[config.mk]
export PLATFORM = sky130hd
export DESIGN_NAME = servo_slew_limiter
export DESIGN_NICKNAME = d
export VERILOG_FILES = /design/src/rtl/servo_slew_limiter.sv
export SDC_FILE = /design/constraint.sdc
export NUM_CORES = 1
export LEC_CHECK = 0
export ABC_AREA = 1
export CELL_PAD_IN_SITES_DETAIL_PLACEMENT = 1
export CELL_PAD_IN_SITES_GLOBAL_PLACEMENT = 1
export CORE_MARGIN = 8
export CORE_UTILIZATION = 40
export CTS_BUF_LIST = sky130_fd_sc_hd__clkbuf_4
export DETAILED_ROUTE_END_ITERATION = 12
export GPL_ROUTABILITY_DRIVEN = 0
export PLACE_DENSITY_LB_ADDON = 0.1
export SYNTH_ARGS = -nofsm -noshare
export SYNTH_HDL_FRONTEND = slang
export SYNTH_SLANG_ARGS = --single-unit
export TNS_END_PERCENT = 30
[constraint.sdc]
create_clock -name clk -period 3.9 [get_ports clk]
set_input_delay 0.39 -clock clk [delete_from_list [all_inputs] [get_ports clk]]
set_output_delay 0.39 -clock clk [all_outputs]
set_load 0.02 [all_outputs]
[src/rtl/servo_slew_limiter.sv]
// Slew-rate limiter between the processor's target position and the servo PWM duty word.
// The duty word moves toward a clamped target by at most STEP counts once per servo frame.
module servo_slew_limiter #(
    parameter int unsigned DUTY_WIDTH   = 10,
    parameter int unsigned SYS_FREQ_MHZ = 25,
    parameter int unsigned FRAME_NS     = 20_000_000,
    parameter int unsigned STEP         = 2,
    parameter int unsigned MIN_DUTY     = 51,
    parameter int unsigned MAX_DUTY     = 102,
    parameter int unsigned DUTY_INIT    = 77
) (
    input  logic                  clk,
    input  logic                  reset,
    input  logic                  wr_en,
    input  logic [DUTY_WIDTH-1:0] wr_target,
    output logic [DUTY_WIDTH-1:0] duty_cycle,
    output logic                  frame_tick,
    output logic                  at_target,
    output logic                  busy
);

    localparam int unsigned FRAME_CYCLES = FRAME_NS * SYS_FREQ_MHZ / 1000;
    localparam int unsigned CNT_W        = (FRAME_CYCLES > 1) ? $clog2(FRAME_CYCLES) : 1;
    localparam int unsigned DW1          = DUTY_WIDTH + 1;

    localparam logic [CNT_W-1:0]      CNT_LAST = CNT_W'(FRAME_CYCLES - 1);
    localparam logic [DUTY_WIDTH-1:0] MIN_D    = DUTY_WIDTH'(MIN_DUTY);
    localparam logic [DUTY_WIDTH-1:0] MAX_D    = DUTY_WIDTH'(MAX_DUTY);
    localparam logic [DUTY_WIDTH-1:0] INIT_D   = DUTY_WIDTH'(DUTY_INIT);
    localparam logic [DUTY_WIDTH:0]   STEP_W   = DW1'(STEP);

    localparam logic [1:0] IDLE      = 2'd0;
    localparam logic [1:0] RAMP_UP   = 2'd1;
    localparam logic [1:0] RAMP_DOWN = 2'd2;

    logic [CNT_W-1:0]      cnt_q, cnt_d;
    logic                  tick_q, tick_d;
    logic [DUTY_WIDTH-1:0] target_q, target_d;
    logic [DUTY_WIDTH-1:0] duty_q, duty_d;

    logic [1:0]            state;
    logic [DUTY_WIDTH:0]   diff_up, diff_dn;
    logic [DUTY_WIDTH:0]   step_up, step_dn;

    // Tick is registered from the next counter value so it is high while the counter is last.
    always_comb begin
        cnt_d  = (cnt_q == CNT_LAST) ? '0 : cnt_q + CNT_W'(1);
        tick_d = (cnt_d == CNT_LAST);
    end

    always_comb begin
        target_d = target_q;
        if (wr_en) begin
            if (wr_target < MIN_D) begin
                target_d = MIN_D;
            end else if (wr_target > MAX_D) begin
                target_d = MAX_D;
            end else begin
                target_d = wr_target;
            end
        end
    end

    always_comb begin
        diff_up = {1'b0, target_q} - {1'b0, duty_q};
        diff_dn = {1'b0, duty_q} - {1'b0, target_q};
        step_up = (diff_up < STEP_W) ? diff_up : STEP_W;
        step_dn = (diff_dn < STEP_W) ? diff_dn : STEP_W;

        if (duty_q == target_q) begin
            state = IDLE;
        end else if (duty_q < target_q) begin
            state = RAMP_UP;
        end else begin
            state = RAMP_DOWN;
        end

        duty_d = duty_q;
        if (tick_q) begin
            case (state)
                RAMP_UP:   duty_d = DUTY_WIDTH'({1'b0, duty_q} + step_up);
                RAMP_DOWN: duty_d = DUTY_WIDTH'({1'b0, duty_q} - step_dn);
                default:   duty_d = duty_q;
            endcase
        end
    end

    always_ff @(posedge clk or negedge reset) begin
        if (!reset) begin
            cnt_q    <= '0;
            tick_q   <= 1'b0;
            target_q <= INIT_D;
            duty_q   <= INIT_D;
        end else begin
            cnt_q    <= cnt_d;
            tick_q   <= tick_d;
            target_q <= target_d;
            duty_q   <= duty_d;
        end
    end

    always_comb begin
        duty_cycle = duty_q;
        frame_tick = tick_q;
        at_target  = (duty_q == target_q);
        busy       = ~at_target;
    end

endmodule

==> out/summary.txt <==
Synth Warn # - 0
worst r2r dst - duty_cycle[8]$_DFFE_PN0P_
# port buffers - 25
Core ar. - 8720 µm²
Final #Nets - 657
Comb power frac - 0.177
critical setup path kind - flop to flop
Slowest-stage cell, CP - dfstp_2
H-Tree Depth - 2
share of cells above drive strength 1 - 0.265
CTS Buffer Depth - 2
remaining global-route overflow - 0
Final Hold Fails - 0
post-layout util - 0.544
IO Pins - 26
Switching Power - 0.245 mW
outcome - finished with violations
Int Pwr - 0.625 mW
commonest non-fill, non-tap cells in the layout - nand2_1 (111), inv_1 (94), buf_4 (54)
top cell type's share of synthesized area - 0.222
dpl cells - 700
synthesis-stage register bit count - 40
multi-input logic area - 2430 µm²
largest net degree at the start of global routing - 41
hold crit path type - input pin to async pin
post-route total power - 0.870 mW
final setup fails - 5
LEAKAGE - 2.41 nW
Finished Layout Cells - 719
post-DR wirelength/cell - 16.7 µm
Yosys cell types - 45
Skew-Pair Late Insertion Delay - 0.36 ns
Detailed Route WL - 12.0 mm
Slew Viols, Final - 0
post-synthesis sequential area ratio - 0.281
CTS Root Cell - clkbuf_4
Max-Cap Viols - 0
Clk pwr share - 0.332
first-pass GRT wire length - 19.2 mm
Slew Limit Headroom - 0.359
Vias - 3658
Starting Density - 0.413
Mapped Cells - 529
syn nets - 576
RSZ-0062 raised after global routing - yes
# diodes - 0
CTS tree - done
Layout area overhead - 31.8%
Reg2Reg Depth - 30
DP HPWL - 9.35 mm
crit-path max cell delay - 0.58 ns
CP max FO - 3
crit path time final - 4.08 ns
reg2reg setup slack - -0.18 ns
EDFF count, synth - 0
first-pass detailed-route iteration total - 4
top post-synthesis cells by area - dfrtp_1 (22%), nand2_1 (13%), ha_1 (11%), inv_1 (11%), dfstp_2 (5.8%)
DRC violations left - 0
most common cell after layout, fill and taps aside - nand2_1
total CTS buffers - 5
worst vdd ir - 0.119 mV
synthesized cell area - 3600 µm²
syn_area_per_cell - 6.81 µm²
Synth async-reset ratio - 1.00
PwrDens - 183 nW/µm²
DRT iter0 DRCs - 104
Most used DFF post-synth - dfrtp_1
Critical path origin - target_q[0]$_DFFE_PN1P_
crit path capture - duty_cycle[8]$_DFFE_PN0P_
initial antenna violation count - 0
die height - 111 µm
Routed Antenna Nets - 0
failing checks - setup timing
GR Util All Layers - 0.187
reg2reg start - target_q[0]$_DFFE_PN1P_
vias in the first global route - 4036
Fillers - 1129
DR vias/cell - 5.09
Reg clk slew, reported paths - 0.14 ns
CTS sink cnt - 40
dpl ws - -0.340 ns
worst-margin pin slew - 0.962 ns
Peak Freq - 245 MHz
Max Clock Skew - 0.0103 ns
Setup crit end kind - flop
Critical Path Start Type - flop
share of power burned in registers - 0.490
Tcrit/Tclk final - 1.05
row cnt - 34
final worst slack - -0.183 ns
Hold-fix buffers, CTS - 0
Die X - 111 µm
Reg area - 1010 µm²
CP most frequent cell - nand2_2
Crit path arrival time - 4.33 ns
worst path required time - 4.15 ns
DIE AREA - 12300 µm²
cell taking the most area after synthesis - dfrtp_1
Sw Ratio - 0.281
## what timing repair did
action | 4_1_cts | 5_1_grt
pin swaps | 20 | 29
gates resized for setup | 32 | 40
buffers inserted | 7 | 4
setup endpoints to repair | 5 | 7
## layout make-up
cell class | count | area share
clock buffers | 5 | 0.00791
clock inverters | 3 | 0.00896
inverters | 107 | 0.0846
multi-input cells | 374 | 0.513
flip-flops and latches | 40 | 0.213
well taps | 108 | 0.0285
repair buffers | 82 | 0.144
## power groups by stage
stage                     Clock [mW]  Sequential, mW  Combinational [mW]
after detailed placement           0           0.433               0.126
after global placement             0           0.432               0.123
after CTS                      0.298           0.426               0.140
final                          0.289           0.426               0.154
after global routing           0.315           0.427               0.169
after floorplan                    0           0.431              0.0647
## state kept, by name (all words and copies together) (netlist names)
register	count
duty_cycle	10
frame_tick	1
cnt_q	19
target_q	10
## routing by layer
metal	vias up	GRT usage	share of wire
li1	1823	-	-
met1	1778	0.196	0.40
met2	41	0.371	0.56
met3	16	0.0271	0.020
met4	0	0.0532	0.018
met5	-	0	0
## Yosys cell counts (3+ instances only)
library cell	n
o21ai_0	23
ha_1	31
nor3_2	4
nand4_1	7
nand3_1	29
nor3_1	10
nor2_1	55
nand2_1	124
a31oi_1	4
a21oi_1	22
fa_1	3
nand2_2	7
clkbuf_1	3
inv_1	102
a21o_1	3
inv_2	4
dfstp_2	8
o21bai_1	4
buf_2	3
nor2_2	4
dfrtp_1	32
xor2_1	14
o22ai_1	4
## worst min path at each step
stage / endpoint / from / cells after the start / slack [ns]
floorplan: cnt_q[0]$_DFF_PN0_ / reset / 0 / 0.09
global placement: target_q[6]$_DFFE_PN1P_ / target_q[6]$_DFFE_PN1P_ / 2 / 0.50
detailed placement: target_q[6]$_DFFE_PN1P_ / target_q[6]$_DFFE_PN1P_ / 2 / 0.51
CTS: cnt_q[7]$_DFF_PN0_ / reset / 1 / 0.18
global route: cnt_q[0]$_DFF_PN0_ / reset / 1 / 0.21
finish: cnt_q[4]$_DFF_PN0_ / reset / 1 / 0.16
## critical path: cells and delay by family, from the launching register on
family | cells | cell delay [ns]
fa+ha+maj | 4 | 1.08
flops | 1 | 0.58
simple gates | 18 | 1.74
buf+inv | 4 | 0.24
xor+xnor | 1 | 0.16
compound gates | 3 | 0.20
## per-stage QoR
| step | area, µm² | hold WS, ns | TNS, ns |
|---|---|---|---|
| final | 4750 | 0.159 | -0.446 |
| after global routing | 4750 | 0.207 | -1.62 |
| after CTS | 4530 | 0.178 | -0.137 |
| after detailed placement | 4290 | 0.506 | -0.805 |
| after global placement | 4290 | 0.497 | -0.142 |
| after floorplan | 3610 | 0.0944 | 0 |
## logic make-up after synthesis
logic type	Yosys count	synth area share
flip-flops	40	0.281
buffers and inverters	115	0.123
AND/OR/NAND/NOR	258	0.329
adder cells (fa/ha/maj)	34	0.124
XOR/XNOR	15	0.0365
AO/OA/AOI/OAI	67	0.106
No activity file was read; power rests on OpenSTA's default activity.
==> variant 1, RTL diff (config.mk and constraints unchanged) <==
`DUTY_WIDTH`: 10 -> 5.
--- a/src/rtl/servo_slew_limiter.sv
+++ b/src/rtl/servo_slew_limiter.sv
@@ -1,7 +1,7 @@
 // Slew-rate limiter between the processor's target position and the servo PWM duty word.
 // The duty word moves toward a clamped target by at most STEP counts once per servo frame.
 module servo_slew_limiter #(
-    parameter int unsigned DUTY_WIDTH   = 10,
+    parameter int unsigned DUTY_WIDTH   = 5,
     parameter int unsigned SYS_FREQ_MHZ = 25,
     parameter int unsigned FRAME_NS     = 20_000_000,
     parameter int unsigned STEP         = 2,
Interface: changed (resized duty_cycle and wr_target); port bits go from 26 to 16. No check against the original RTL was run, so the function may have changed too.
==> variant 1 against the original RTL <==
- setup slack improved by 0.76 ns
- wire length shrank 52%
- highest routed layer unchanged
- first-iteration DRC count down 44%
- sequential cell count fell by 10
- final area shrank 47%
- critical endpoint is now duty_cycle[4]
- area after synthesis decreased by 39%
- count of clock-buffer cells in the layout is 1 higher
- largest cell class unchanged
- total power down 38%
==> variant 1: results (changes against the original RTL) <==
- Worst-skew pair later-pin latency: 0.33 ns (-0.03 ns)
- Maxcap violations: 0 (unchanged)
- Net count, final: 364 (-45%)
- Non-Filler Instances: 410 (-43%)
- Post-cts resize count: 0 (-100%)
- FILL cells: 706 (-37%)
- Mean Syn Cell Area: 7.03 um2 (+3.2%)
- Ratio of cells with drive above 1 in the final layout: 7.69% (-19 points)
- CP arrival: 3.56 ns (-0.77 ns)
- CTS buffer count: 5 (unchanged)
- Via density: 4.83 (-5.1%)
- Drt pass-1 iters: 4 (unchanged)
- R2R cell count: 19 (-37%)
- H-tree levels: 2 (unchanged)
- Outcome: completed
- YS warnings: 0 (unchanged)
- Largest Register: cnt_q
- Root Buffer: clkbuf_4
- Largest net degree at the start of global routing: 31 (-24%)
- Ant. Diodes: 0 (unchanged)
- Placed insts: 402 (-43%)
- Number of port buffers: 15 (-40%)
- Global-route wire length before repair: 10.1 mm (-47%)
- HPWL after detailed placement: 4.80 mm (-49%)
- Clock skew: 0.0131 ns (+0.00285 ns)
- Async set-reset flop share out of synthesis: 100% (unchanged)
- Grt met3 use: 2.91% (+0.20 points)
- Vias in the first global route: 2,114 (-48%)
- Final setup viols: 0 (-5)
- Met2 usage: 28.7% (-8.4 points)
- CP endpoint: duty_cycle[4]
- Routed WL: 5.78 mm (-52%)
- Leakage: 1.38 nW (-43%)
- Relative slew slack: 73.4% (+38 points)
- Post-Place Setup Slack: 0.592 ns (+0.932 ns)
- CTS max path bufs: 2 (unchanged)
- Ys flop type: dfrtp_1
- M1 GR Usage: 16.7% (-2.9 points)
- VDD IR max: 0.140 mV (+18%)
- Drt first-iter violations: 58 (-44%)
- Synth cell types: 27 (-40%)
- Crit path from: target_q[0]
- CP Max Fanout: 3 (unchanged)
- Mapped Nets: 342 (-41%)
- GRT Util Overall: 15.2% (-3.5 points)
- Sequential share of the synthesized area: 34.2% (+6.2 points)
- Post-CTS Setup Bufs: 0 (-7)
- Largest register FFs: 19 (unchanged)
- Synth cell count leaders: nand2_1 (75), inv_1 (62), nor2_1 (46)
- Ranking of synthesized cells by area: dfrtp_1 (27%), nand2_1 (13%), inv_1 (11%), ha_1 (9.0%), nor2_1 (7.8%)
- Initial antenna violation count: 0 (unchanged)
- Reg clk slew, reported paths: 0.10 ns (-0.04 ns)
- Worst hold-check path type: in -> async
[variant 1: logic make-up after synthesis]
| family | count (synthesis) | share of synthesized area (%) |
|---|---|---|
| compound gates | 29 | 7.63 |
| xor+xnor | 10 | 3.96 |
| fa+ha+maj | 19 | 11.8 |
| flops | 30 | 34.2 |
| buf+inv | 63 | 10.7 |
| simple gates | 164 | 31.7 |
[variant 1: worst max-delay path: stages (launching register included)]
cell and delay [ns]:
dfstp_2 0.55, inv_1 0.05, ha_1 0.16, inv_1 0.08
fa_1 0.41, a21oi_1 0.13, o211a_1 0.15, nand4_1 0.12
inv_1 0.10, nand2_1 0.06, ha_1 0.27, nand2_1 0.06
o21ai_0 0.14, fa_1 0.46, inv_1 0.08, a31oi_1 0.09
nand3_1 0.12, nand3_1 0.08, nand2_1 0.06, nand2_1 0.05
[variant 1: cell type report]
| class | count | share of cell area (%) |
|---|---|---|
| clock buffers | 6 | 1.79 |
| clock inverters | 2 | 0.349 |
| inverters | 62 | 9.27 |
| multi-input cells | 222 | 48.5 |
| flip-flops and latches | 30 | 30.2 |
| well taps | 72 | 3.59 |
| repair buffers | 16 | 6.28 |
[variant 1: how the worst min path moves through the flow]
stage                     start            end  slack (ns)
global placement    target_q[3]    target_q[3]        0.47
global route              reset      cnt_q[16]        0.48
CTS                       reset       cnt_q[8]        0.46
floorplan                 reset       cnt_q[0]        0.09
detailed placement  target_q[3]    target_q[3]        0.46
finish                    reset  duty_cycle[4]        0.45
[variant 1: per-stage QoR]
stage | hold WS (ns) | utilization [%] | power [W] | area, um2
6_report | 0.451 | 46.2 | 0.000544 | 2510
2_1_floorplan | 0.0944 | - | 0.000342 | 2210
4_1_cts | 0.455 | 46.2 | 0.000557 | 2510
3_5_place_dp | 0.463 | 45.2 | 0.000363 | 2460
5_1_grt | 0.481 | 46.2 | 0.000571 | 2510
3_3_place_gp | 0.468 | 45.2 | 0.000362 | 2460
[variant 1: metal layers]
layer / up-vias / part of all wire (%) / wire [um]
li1: 1019 / - / -
met1: 946 / 45 / 2580
met3: 4 / 1.8 / 103
met5: - / 0 / 0
met4: 0 / 0.80 / 46
met2: 11 / 53 / 3060
[variant 1: report_power, final]
group / switching, W / internal [W]
clock network: 0.000112 / 0.0000747
logic: 0.0000230 / 0.0000156
registers: 0.00000199 / 0.000316
total: 0.000137 / 0.000406
==> variant 2, RTL diff (same flow settings) <==
Without the edit above. Reset style: synchronous (`reset`), changed in one clocked block.
--- a/src/rtl/servo_slew_limiter.sv
+++ b/src/rtl/servo_slew_limiter.sv
@@ -85,7 +85,7 @@
         end
     end
 
-    always_ff @(posedge clk or negedge reset) begin
+    always_ff @(posedge clk) begin
         if (!reset) begin
             cnt_q    <= '0;
             tick_q   <= 1'b0;
Check against the original RTL: differs if reset is asserted again (counterexample within 4 cycles, from zero or initial values and one cycle with reset low); with reset held inactive, the same outputs for 10 cycles.
==> variant 2 against the original RTL <==
- wire length shrank 4.0%
- sequential cell count is the same
- critical path type unchanged
- global-route usage rose by 0.50 points
- highest routed layer unchanged
- setup slack improved by 0.21 ns
- area after synthesis down 5.8%
- largest cell class unchanged
- final area shrank 4.3%
- die area fell by 4.9%
Power is not compared: it rests on default switching activity, and its combinational part moved more than twofold at a synthesized area within 25%.
==> variant 2: results (changes against the original RTL) <==
- Outcome: completed
- Sequential share of the synthesized area: 23.6% (-4.5 points)
- Reg clk slew, reported paths: 0.14 ns (about the same)
- Ratio of cells with drive above 1 in the final layout: 28.4% (+1.9 points)
- Drt first-iter violations: 106 (+1.9%)
- CP arrival: 4.12 ns (-0.21 ns)
- Drt pass-1 iters: 4 (unchanged)
- Routed WL: 11.6 mm (-4.0%)
- Leakage: 2.15 nW
- Vias: 3,585 (-2.0%)
- CTS max path bufs: 2 (unchanged)
- Clock skew: 0.0169 ns (+0.00668 ns)
- CP Max Fanout: 4 (+1)
- Most instantiated library cell after synthesis: nand2_1
- Mapped Nets: 562 (-2.4%)
- Largest net degree at the start of global routing: 26 (-37%)
- Cells after synthesis: 515 (-2.6%)
- HPWL after detailed placement: 8.93 mm (-4.5%)
- CP peak stage delay: 0.39 ns (-0.19 ns)
- Delay-heaviest family, CP: simple AND/OR/NAND/NOR gates
- Worst hold-check path type: reg -> reg
- Ys flop type: dfxtp_1
- Number of port buffers: 25 (unchanged)
- Non-Filler Instances: 700 (-2.6%)
- Placed insts: 678 (-3.1%)
- Largest register FFs: 19 (unchanged)
- Worst-skew pair later-pin latency: 0.36 ns (about the same)
- Vias in the first global route: 3,838 (-4.9%)
- Slew @ Worst Pin: 0.506 ns (-0.456 ns)
- GRT Util Overall: 19.2% (+0.50 points)
- Slowest CP cell: fa_2
- Synth cell types: 44 (-2.2%)
- CTS buffer count: 5 (unchanged)
- Pint: approximately 0.00067 W
- Maxcap violations: 0 (unchanged)
- Net count, final: 641 (-2.4%)
- Largest Register: cnt_q
- Ant. Diodes: 0 (unchanged)
- VDD IR max: 0.117 mV
- Ranking of synthesized cells by area: dfxtp_1 (24%), nand2_1 (12%), ha_1 (11%), inv_1 (9.0%), nor2_1 (6.6%)
- Synth cell count leaders: nand2_1 (104), inv_1 (81), nor2_1 (60)
- Initial antenna violation count: 0 (unchanged)
- Root Buffer: clkbuf_4
- Global-route wire length before repair: 18.2 mm (-4.9%)
- Async set-reset flop share out of synthesis: 0% (-100 points)
- H-tree levels: 2 (unchanged)
- YS warnings: 0 (unchanged)
[variant 2: cell count changes after synthesis, sizes merged, moves of 5 or more]
| cell | change |
|---|---|
| dfrtp | -32 |
| nor2 | +8 |
| nand2 | -17 |
| a21oi | +7 |
| dfxtp | +40 |
| dfstp | -8 |
| inv | -18 |
| o211ai | +5 |
[variant 2: path summary, 6_finish.rpt]
path / startpoint / end / slack, ns / cells past startpoint
max: target_q[0] / duty_cycle[4] / 0.03 / 26
min: cnt_q[0] / cnt_q[0] / 0.48 / 1
max reg2reg: target_q[0] / duty_cycle[4] / 0.03 / 26
min reg2reg: cnt_q[0] / cnt_q[0] / 0.48 / 1
[variant 2: worst register-to-register path: cells and delay by family, from the launching register on]
| kind | cells | cell delay, ns |
|---|---|---|
| and+or+nand+nor | 11 | 1.16 |
| AOI/OAI and AO/OA | 3 | 0.37 |
| adders and majority gates | 4 | 0.94 |
| buffers and inverters | 7 | 0.75 |
| DFF | 1 | 0.36 |
| xor gates and xnor gates | 1 | 0.16 |
[variant 2: per-stage QoR]
stage	cell area (um2)	worst slack, ns	utilization (%)	hold slack [ns]
finish	4540	0.0270	55.3	0.475
global route	4540	-0.154	55.3	0.488
CTS	4230	0.0170	51.5	0.479
detailed placement	4060	-0.324	49.4	0.446
global placement	4060	-0.140	49.4	0.429
floorplan	3400	0.00372	-	0.417
[variant 2: final cells by class]
class / instances / area [um2]
fillers: 1092 / 3670
clock inverters: 3 / 18.8
well taps: 105 / 131
multi-input cells: 377 / 2530
clock buffers: 5 / 37.5
flip-flops and latches: 40 / 807
inverters: 89 / 337
repair buffers: 81 / 678
[variant 2: repair_timing]
item,CTS,global route
setup endpoints to repair,5,6
gates resized for setup,23,58
pin swaps,9,34
buffers inserted,7,7
hold buffers,0,0
[variant 2: power by group through the flow]
stage                     clock network (W)  registers (W)  logic [W]
after floorplan                           0       0.000429   0.000209
after global placement                    0       0.000430   0.000310
after detailed placement                  0       0.000431   0.000321
after CTS                          0.000224       0.000422   0.000347
after global routing               0.000240       0.000423   0.000452
final                              0.000221       0.000422   0.000415
[variant 2: cells by family (layout without fill, tap and decap cells)]
group	Yosys count	count (layout)	synth area share, %
adders and majority gates	34	34	13.2
AOI/OAI and AO/OA	72	72	12.7
buffers and inverters	98	178	11.2
DFF	40	40	23.6
and+or+nand+nor	256	256	35.5
xor gates and xnor gates	15	15	3.87
[variant 2: routing by layer]
layer / share of wire, % / track usage, %
met1: 41 / 20.9
met2: 55 / 37.7
met3: 2.0 / 2.26
met4: 1.7 / 5.45
met5: 0 / 0
